$ cat config.mk
export PLATFORM = sky130hd
export DESIGN_NAME = alu_core_flat
export DESIGN_NICKNAME = d
export VERILOG_FILES = /design/src/rtl/alu_if.sv /design/src/rtl/alu_core.sv /design/src/flat_wrapper.sv
export SDC_FILE = /design/constraint.sdc
export NUM_CORES = 1
export LEC_CHECK = 0
export ABC_CLOCK_PERIOD_IN_PS = 1550
export CORE_ASPECT_RATIO = 1.75
export CORE_MARGIN = 5
export CORE_UTILIZATION = 27
export DETAILED_ROUTE_END_ITERATION = 8
export PLACE_DENSITY = 0.49
export SLEW_MARGIN = 20
export SYNTH_ARGS = -nofsm -noshare
export SYNTH_HDL_FRONTEND = slang
export SYNTH_SLANG_ARGS = --single-unit
$ cat constraint.sdc
create_clock -name clk -period 1.55 [get_ports clk]
set_clock_uncertainty 0.05 [all_clocks]
set_input_delay 0.2325 -clock clk [delete_from_list [all_inputs] [get_ports clk]]
set_output_delay 0.2325 -clock clk [all_outputs]
set_load 0.02 [all_outputs]
$ cat src/rtl/alu_if.sv
// Operand/opcode request and registered result/flag bundle for alu_core.
// The master drives operands and opcode; the slave (the ALU) returns result and flags.
interface alu_if #(
    parameter int N = 64
);
    logic         in_valid;
    logic [N-1:0] a;
    logic [N-1:0] b;
    logic [3:0]   ALUControl;
    logic [N-1:0] result;
    logic         zero;
    logic         negative;
    logic         carry;
    logic         overflow;
    logic         out_valid;

    // Handshake: in_valid=1 at a rising edge launches one operation, with no backpressure.
    // out_valid is high for exactly the one cycle after that edge.
    // Result and flags hold their last value while no new operation arrives.
    modport master (
        output in_valid, a, b, ALUControl,
        input  result, zero, negative, carry, overflow, out_valid
    );

    modport slave (
        input  in_valid, a, b, ALUControl,
        output result, zero, negative, carry, overflow, out_valid
    );
endinterface

$ cat src/rtl/alu_core.sv
// Single-cycle registered ALU: AND/OR/ADD/SUB/PASS-B/NOR with zero, negative,
// carry and overflow flags. Unknown opcodes produce a zero result.
module alu_core #(
    parameter int N = 64
) (
    input logic  clk,
    input logic  reset,
    alu_if.slave bus
);
    localparam logic [3:0] OP_AND  = 4'b0000;
    localparam logic [3:0] OP_OR   = 4'b0001;
    localparam logic [3:0] OP_ADD  = 4'b0010;
    localparam logic [3:0] OP_SUB  = 4'b0110;
    localparam logic [3:0] OP_PASS = 4'b0111;
    localparam logic [3:0] OP_NOR  = 4'b1100;

    logic [N:0]   add_ext;
    logic [N:0]   sub_ext;
    logic [N-1:0] nxt_result;
    logic         nxt_zero;
    logic         nxt_negative;
    logic         nxt_carry;
    logic         nxt_overflow;

    logic [N-1:0] result_q;
    logic         zero_q;
    logic         negative_q;
    logic         carry_q;
    logic         overflow_q;
    logic         out_valid_q;

    // Sums are one bit wider so bit N is the carry-out; SUB carry=1 means no borrow.
    always_comb begin
        add_ext = {1'b0, bus.a} + {1'b0, bus.b};
        sub_ext = {1'b0, bus.a} + {1'b0, ~bus.b} + {{N{1'b0}}, 1'b1};
    end

    always_comb begin
        nxt_result   = '0;
        nxt_carry    = 1'b0;
        nxt_overflow = 1'b0;
        case (bus.ALUControl)
            OP_AND:  nxt_result = bus.a & bus.b;
            OP_OR:   nxt_result = bus.a | bus.b;
            OP_ADD: begin
                nxt_result   = add_ext[N-1:0];
                nxt_carry    = add_ext[N];
                nxt_overflow = (bus.a[N-1] == bus.b[N-1]) && (add_ext[N-1] != bus.a[N-1]);
            end
            OP_SUB: begin
                nxt_result   = sub_ext[N-1:0];
                nxt_carry    = sub_ext[N];
                nxt_overflow = (bus.a[N-1] != bus.b[N-1]) && (sub_ext[N-1] != bus.a[N-1]);
            end
            OP_PASS: nxt_result = bus.b;
            OP_NOR:  nxt_result = ~(bus.a | bus.b);
            default: nxt_result = '0;
        endcase
        nxt_zero     = (nxt_result == '0);
        nxt_negative = nxt_result[N-1];
    end

    // Result and flags load only on accepted operations; out_valid tracks in_valid.
    always_ff @(posedge clk or negedge reset) begin
        if (!reset) begin
            result_q    <= '0;
            zero_q      <= 1'b1;
            negative_q  <= 1'b0;
            carry_q     <= 1'b0;
            overflow_q  <= 1'b0;
            out_valid_q <= 1'b0;
        end else begin
            out_valid_q <= bus.in_valid;
            if (bus.in_valid) begin
                result_q   <= nxt_result;
                zero_q     <= nxt_zero;
                negative_q <= nxt_negative;
                carry_q    <= nxt_carry;
                overflow_q <= nxt_overflow;
            end
        end
    end

    assign bus.result    = result_q;
    assign bus.zero      = zero_q;
    assign bus.negative  = negative_q;
    assign bus.carry     = carry_q;
    assign bus.overflow  = overflow_q;
    assign bus.out_valid = out_valid_q;
endmodule

$ cat src/flat_wrapper.sv
// flat-port wrapper written by rule: the top's interface ports become plain ports
module alu_core_flat 
#(
    parameter int N = 64
)
  (clk, reset, bus_in_valid, bus_a, bus_b, bus_ALUControl, bus_result, bus_zero, bus_negative, bus_carry, bus_overflow, bus_out_valid);
  alu_if #(.N(N)) bus_i ();
  input logic clk;
  input logic reset;
  input wire logic [$bits(bus_i.in_valid)-1:0] bus_in_valid;
  input wire logic [$bits(bus_i.a)-1:0] bus_a;
  input wire logic [$bits(bus_i.b)-1:0] bus_b;
  input wire logic [$bits(bus_i.ALUControl)-1:0] bus_ALUControl;
  output wire logic [$bits(bus_i.result)-1:0] bus_result;
  output wire logic [$bits(bus_i.zero)-1:0] bus_zero;
  output wire logic [$bits(bus_i.negative)-1:0] bus_negative;
  output wire logic [$bits(bus_i.carry)-1:0] bus_carry;
  output wire logic [$bits(bus_i.overflow)-1:0] bus_overflow;
  output wire logic [$bits(bus_i.out_valid)-1:0] bus_out_valid;
  assign bus_i.in_valid = bus_in_valid;
  assign bus_i.a = bus_a;
  assign bus_i.b = bus_b;
  assign bus_i.ALUControl = bus_ALUControl;
  assign bus_result = bus_i.result;
  assign bus_zero = bus_i.zero;
  assign bus_negative = bus_i.negative;
  assign bus_carry = bus_i.carry;
  assign bus_overflow = bus_i.overflow;
  assign bus_out_valid = bus_i.out_valid;
  alu_core #(.N(N)) u_core (.clk(clk), .reset(reset), .bus(bus_i));
endmodule
==> results of run 1 <==
metal layers:
metal | GRT usage (%) | vias to the layer above | share of wire, %
li1 | - | 11100 | -
met1 | 31.5 | 11500 | 33
met5 | 0 | - | 0
met2 | 62.8 | 876 | 52
met4 | 27.8 | 0 | 11
met3 | 3.71 | 417 | 3.6
metrics by stage:
| stage | setup slack (ns) | power, W | utilization (%) | instances |
|---|---|---|---|---|
| after floorplan | -2.08 | 0.00639 | - | 2257 |
| after global placement | -3.73 | 0.0124 | 46.4 | 4119 |
| after detailed placement | -3.70 | 0.0125 | 46.4 | 4119 |
| after CTS | -2.17 | 0.0173 | 57.0 | 4310 |
| after global routing | -2.26 | 0.0189 | 59.7 | 4356 |
| final | -2.15 | 0.0181 | 59.7 | 4356 |
kinds of logic after synthesis:
| logic type | count (synthesis) | share of synthesized area [%] |
|---|---|---|
| AOI/OAI and AO/OA | 831 | 36.8 |
| and+or+nand+nor | 765 | 23.8 |
| buffers and inverters | 338 | 8.36 |
| adders and majority gates | 205 | 16.7 |
| DFF | 68 | 11.0 |
| muxes | 34 | 2.43 |
| xor gates and xnor gates | 16 | 0.905 |
final cells by class:
cell class,instances,area (sq um)
Sequential cell,68,1700
Inverter,207,835
Antenna cell,1,2.50
Fill cell,5160,23000
Clock inverter,6,55.1
Timing Repair Buffer,1446,12600
Clock buffer,10,229
Tap cell,767,960
Multi-Input combinational cell,1851,17700
worst min-delay path, stage by stage:
cell and delay [ns]:
sky130_fd_sc_hd__buf_4 0.13, sky130_fd_sc_hd__o311ai_2 0.09, sky130_fd_sc_hd__buf_4 0.11, sky130_fd_sc_hd__o21a_1 0.10
power breakdown:
part | leakage [nW] | switching, W | internal (W) | total [W]
registers | 0.818 | 0.000157 | 0.00202 | 0.00218
clock network | 0.146 | 0.000926 | 0.00123 | 0.00216
logic | 14.3 | 0.00707 | 0.00673 | 0.0138
total | 15.3 | 0.00815 | 0.00999 | 0.0181
timing repair:
item,CTS,global route
setup buffers,186,78
setup endpoints to repair,136,90
pin swaps,311,187
cloned,4,1
hold buffers,2,0
endpoints found under the hold margin,29,0
resized for setup,1363,306
synthesized netlist by cell type (13+ instances only):
library cell | n | area [sq um]
sky130_fd_sc_hd__a211o_1 | 13 | 114
sky130_fd_sc_hd__a211oi_1 | 27 | 203
sky130_fd_sc_hd__a21boi_0 | 17 | 128
sky130_fd_sc_hd__a21o_1 | 33 | 248
sky130_fd_sc_hd__a21oi_1 | 210 | 1050
sky130_fd_sc_hd__a221o_1 | 36 | 360
sky130_fd_sc_hd__a221oi_1 | 23 | 201
sky130_fd_sc_hd__a22oi_1 | 20 | 150
sky130_fd_sc_hd__a31oi_1 | 33 | 206
sky130_fd_sc_hd__and3_1 | 15 | 93.8
sky130_fd_sc_hd__buf_1 | 16 | 60.1
sky130_fd_sc_hd__clkbuf_1 | 104 | 390
sky130_fd_sc_hd__dfrtp_1 | 67 | 1680
sky130_fd_sc_hd__ha_1 | 203 | 2540
sky130_fd_sc_hd__inv_1 | 207 | 777
sky130_fd_sc_hd__mux2_2 | 19 | 214
sky130_fd_sc_hd__mux2i_1 | 14 | 140
sky130_fd_sc_hd__nand2_1 | 191 | 717
sky130_fd_sc_hd__nand2b_1 | 15 | 93.8
sky130_fd_sc_hd__nand3_1 | 56 | 280
sky130_fd_sc_hd__nand4_1 | 34 | 213
sky130_fd_sc_hd__nor2_1 | 235 | 882
sky130_fd_sc_hd__nor2b_1 | 30 | 188
sky130_fd_sc_hd__nor3_1 | 59 | 295
sky130_fd_sc_hd__nor4_1 | 51 | 319
sky130_fd_sc_hd__o211ai_1 | 28 | 210
sky130_fd_sc_hd__o21a_1 | 18 | 135
sky130_fd_sc_hd__o21ai_0 | 139 | 696
sky130_fd_sc_hd__o21bai_1 | 23 | 173
sky130_fd_sc_hd__o221ai_1 | 20 | 175
sky130_fd_sc_hd__o31ai_1 | 49 | 368
registers in the layout, summed over array words and instances, names as in the netlist:
signal	flops
u_core.bus.result	63
u_core.bus.overflow	1
u_core.bus.zero	1
u_core.bus.out_valid	1
u_core.bus.negative	1
u_core.bus.carry	1
final timing paths:
check / from / end / slack (ns) / depth (start not counted)
worst max register to register: u_core.bus.result[8] / u_core.bus.result[8] / 0.56 / 2
max in group asynchronous: reset / u_core.bus.result[15] / 0.57 / 3
worst min-delay path: bus_in_valid / u_core.bus.result[0] / 0.28 / 4
min in group asynchronous: reset / u_core.bus.result[52] / 0.32 / 2
worst min register to register: u_core.bus.result[27] / u_core.bus.result[27] / 0.43 / 1
worst max-delay path: bus_a[0] / u_core.bus.zero / -2.15 / 23
==> flow_metrics.py, run 1 <==
metrics = {
    "status": {
        "run_status": "complete, but fails checks",
        "failed_checks": "negative setup slack",
    },
    "synthesis": {
        "syn-num-nets": 2597,
        "avgSynthCellArea_sq_um": 6.86,
        "synth_enable_flop_cells": 0,
        "synth_async_sr_flop_share_pct": 100,
        "yosys_register_bits": 68,
        "synth.yosys.warnings": 0,
        "ys_dominant_reg_cell": "sky130_fd_sc_hd__dfrtp_1",
        "yosys.cell_types.count": 88,
        "ys_seq_area_share_pct": 11.0,
        "postSynthCellCount": 2257,
        "synth_area_sq_um": 15500,
    },
    "hold_path": {
        "min_path_type": "input pin to flip-flop",
    },
    "floorplanning": {
        "area_of_the_die_sq_um": 62400,
        "ios": 204,
        "design.core.area_sq_um": 57000,
        "die_y_microns": 327,
        "fp-row-count": 116,
        "initial_utilization_pct": 27.1,
        "floorplan.die.width_microns": 191,
    },
    "cells_and_area": {
        "final_cell_mix": "sky130_fd_sc_hd__buf_4, sky130_fd_sc_hd__buf_6, sky130_fd_sc_hd__nor2_1, sky130_fd_sc_hd__nand2_1",
        "mostFrequentLayoutCell": "sky130_fd_sc_hd__buf_4",
        "syn2layout_area_growth_pct": 120,
        "finish.instance_area_sq_um": 34100,
        "final_net_count": 3923,
        "drive_above_1_share_pct": 58.1,
    },
    "setup_path": {
        "cp_max_fo": 4,
        "arrival_worst_endpoint_ns": 3.96,
        "worstSetupEndpointType": "flip-flop",
        "timing.critical_path.buf_inv": 10,
        "crit_required_ns": 1.81,
        "timing_worst_setup_path_type": "input pin to flip-flop",
        "critical_path.startpoint_type": "input pin",
        "crit_top_cell": "sky130_fd_sc_hd__buf_6",
        "crit_family": "compound AO/OA/AOI/OAI gates",
        "crit_path_top_delay_cell": "sky130_fd_sc_hd__fa_2",
        "max_stage_delay_ns": 0.34,
        "path_cells": "buf_8 -> buf_6 -> inv_4 -> ha_4 -> inv_2 -> fa_2 -> nor2b_4 -> o311ai_4 -> buf_6 -> a21oi_4 -> buf_6 -> o211ai_1 -> o221ai_4 -> buf_6 -> o31ai_4 -> o21a_1 -> buf_4 -> buf_6 -> nor4_4 -> nor3b_4 -> buf_4 -> nand4_1 -> o2bb2ai_1",
    },
    "global_route": {
        "grt_pass1_vias": 25400,
        "antenna_found_initial": 2,
        "wire_length_of_the_first_global_routing_pass_microns": 156000,
        "maximum_number_of_pins_on_one_net_before_global_route_repair": 58,
        "grtUsageTotal_pct": 33.3,
        "overflow_after_grt": 0,
    },
    "sta": {
        "period_share_pct": 239,
        "fin_worst_hold_slack_ns": 0.277,
        "max-slew-margin-rel_pct": 43.7,
        "report.final.setup_viol": 65,
        "worst_slew_pin_slew_ns": 0.845,
        "period_minus_slack_ns": 3.70,
        "fin_ws_ns": -2.15,
        "max_freq_ghz": 0.270,
        "timing_max_transition_violations_final": 0,
        "hold_violations": 0,
        "setup_repair_after_global_routing_missed_its_margin": "yes",
        "setup-tns-final_ns": -83.38,
    },
    "job": {
        "cap_viol_max_count": 0,
    },
    "routing": {
        "vias_per_cell": 5.48,
        "wirelength_microns": 109000,
        "num_vias": 23900,
        "antenna_left": 0,
        "drc_errors": 0,
        "detailedRoute.firstIterationViolations": 1174,
        "route.detailed.wl_per_inst_microns": 25.1,
        "drt-pass1-iter-count": 7,
    },
    "clocking": {
        "cts_root_buffer": "sky130_fd_sc_hd__clkbuf_16",
        "cts-htree-levels": 3,
        "path_clk_slew_ns": 0.07,
        "cts_buffers": 9,
        "ctsLongestPathBuffers": 2,
        "cts_sinks": 68,
        "clock_latency_ns": 0.38,
        "cts_tree": "built",
    },
    "power": {
        "power_density_nw_per_um2": 533,
        "worst_ir_drop_vdd_uv": 623,
        "static-leakage-power_nw": 15.3,
    },
    "placement": {
        "dpl_cell_area_sq_um": 26400,
        "finalWeightedCongestion": 1.03,
        "detailedPlacementHpwl_microns": 86500,
        "port_buffers": 203,
    },
}
No activity file was read; power rests on OpenSTA's default activity.
==> run 2, diff against run 1 <==
- CTS_CLUSTER_DIAMETER: not set -> 30
==> results of run 2 <==
No change in the layout: final DEF, timing and power equal those of run 1.
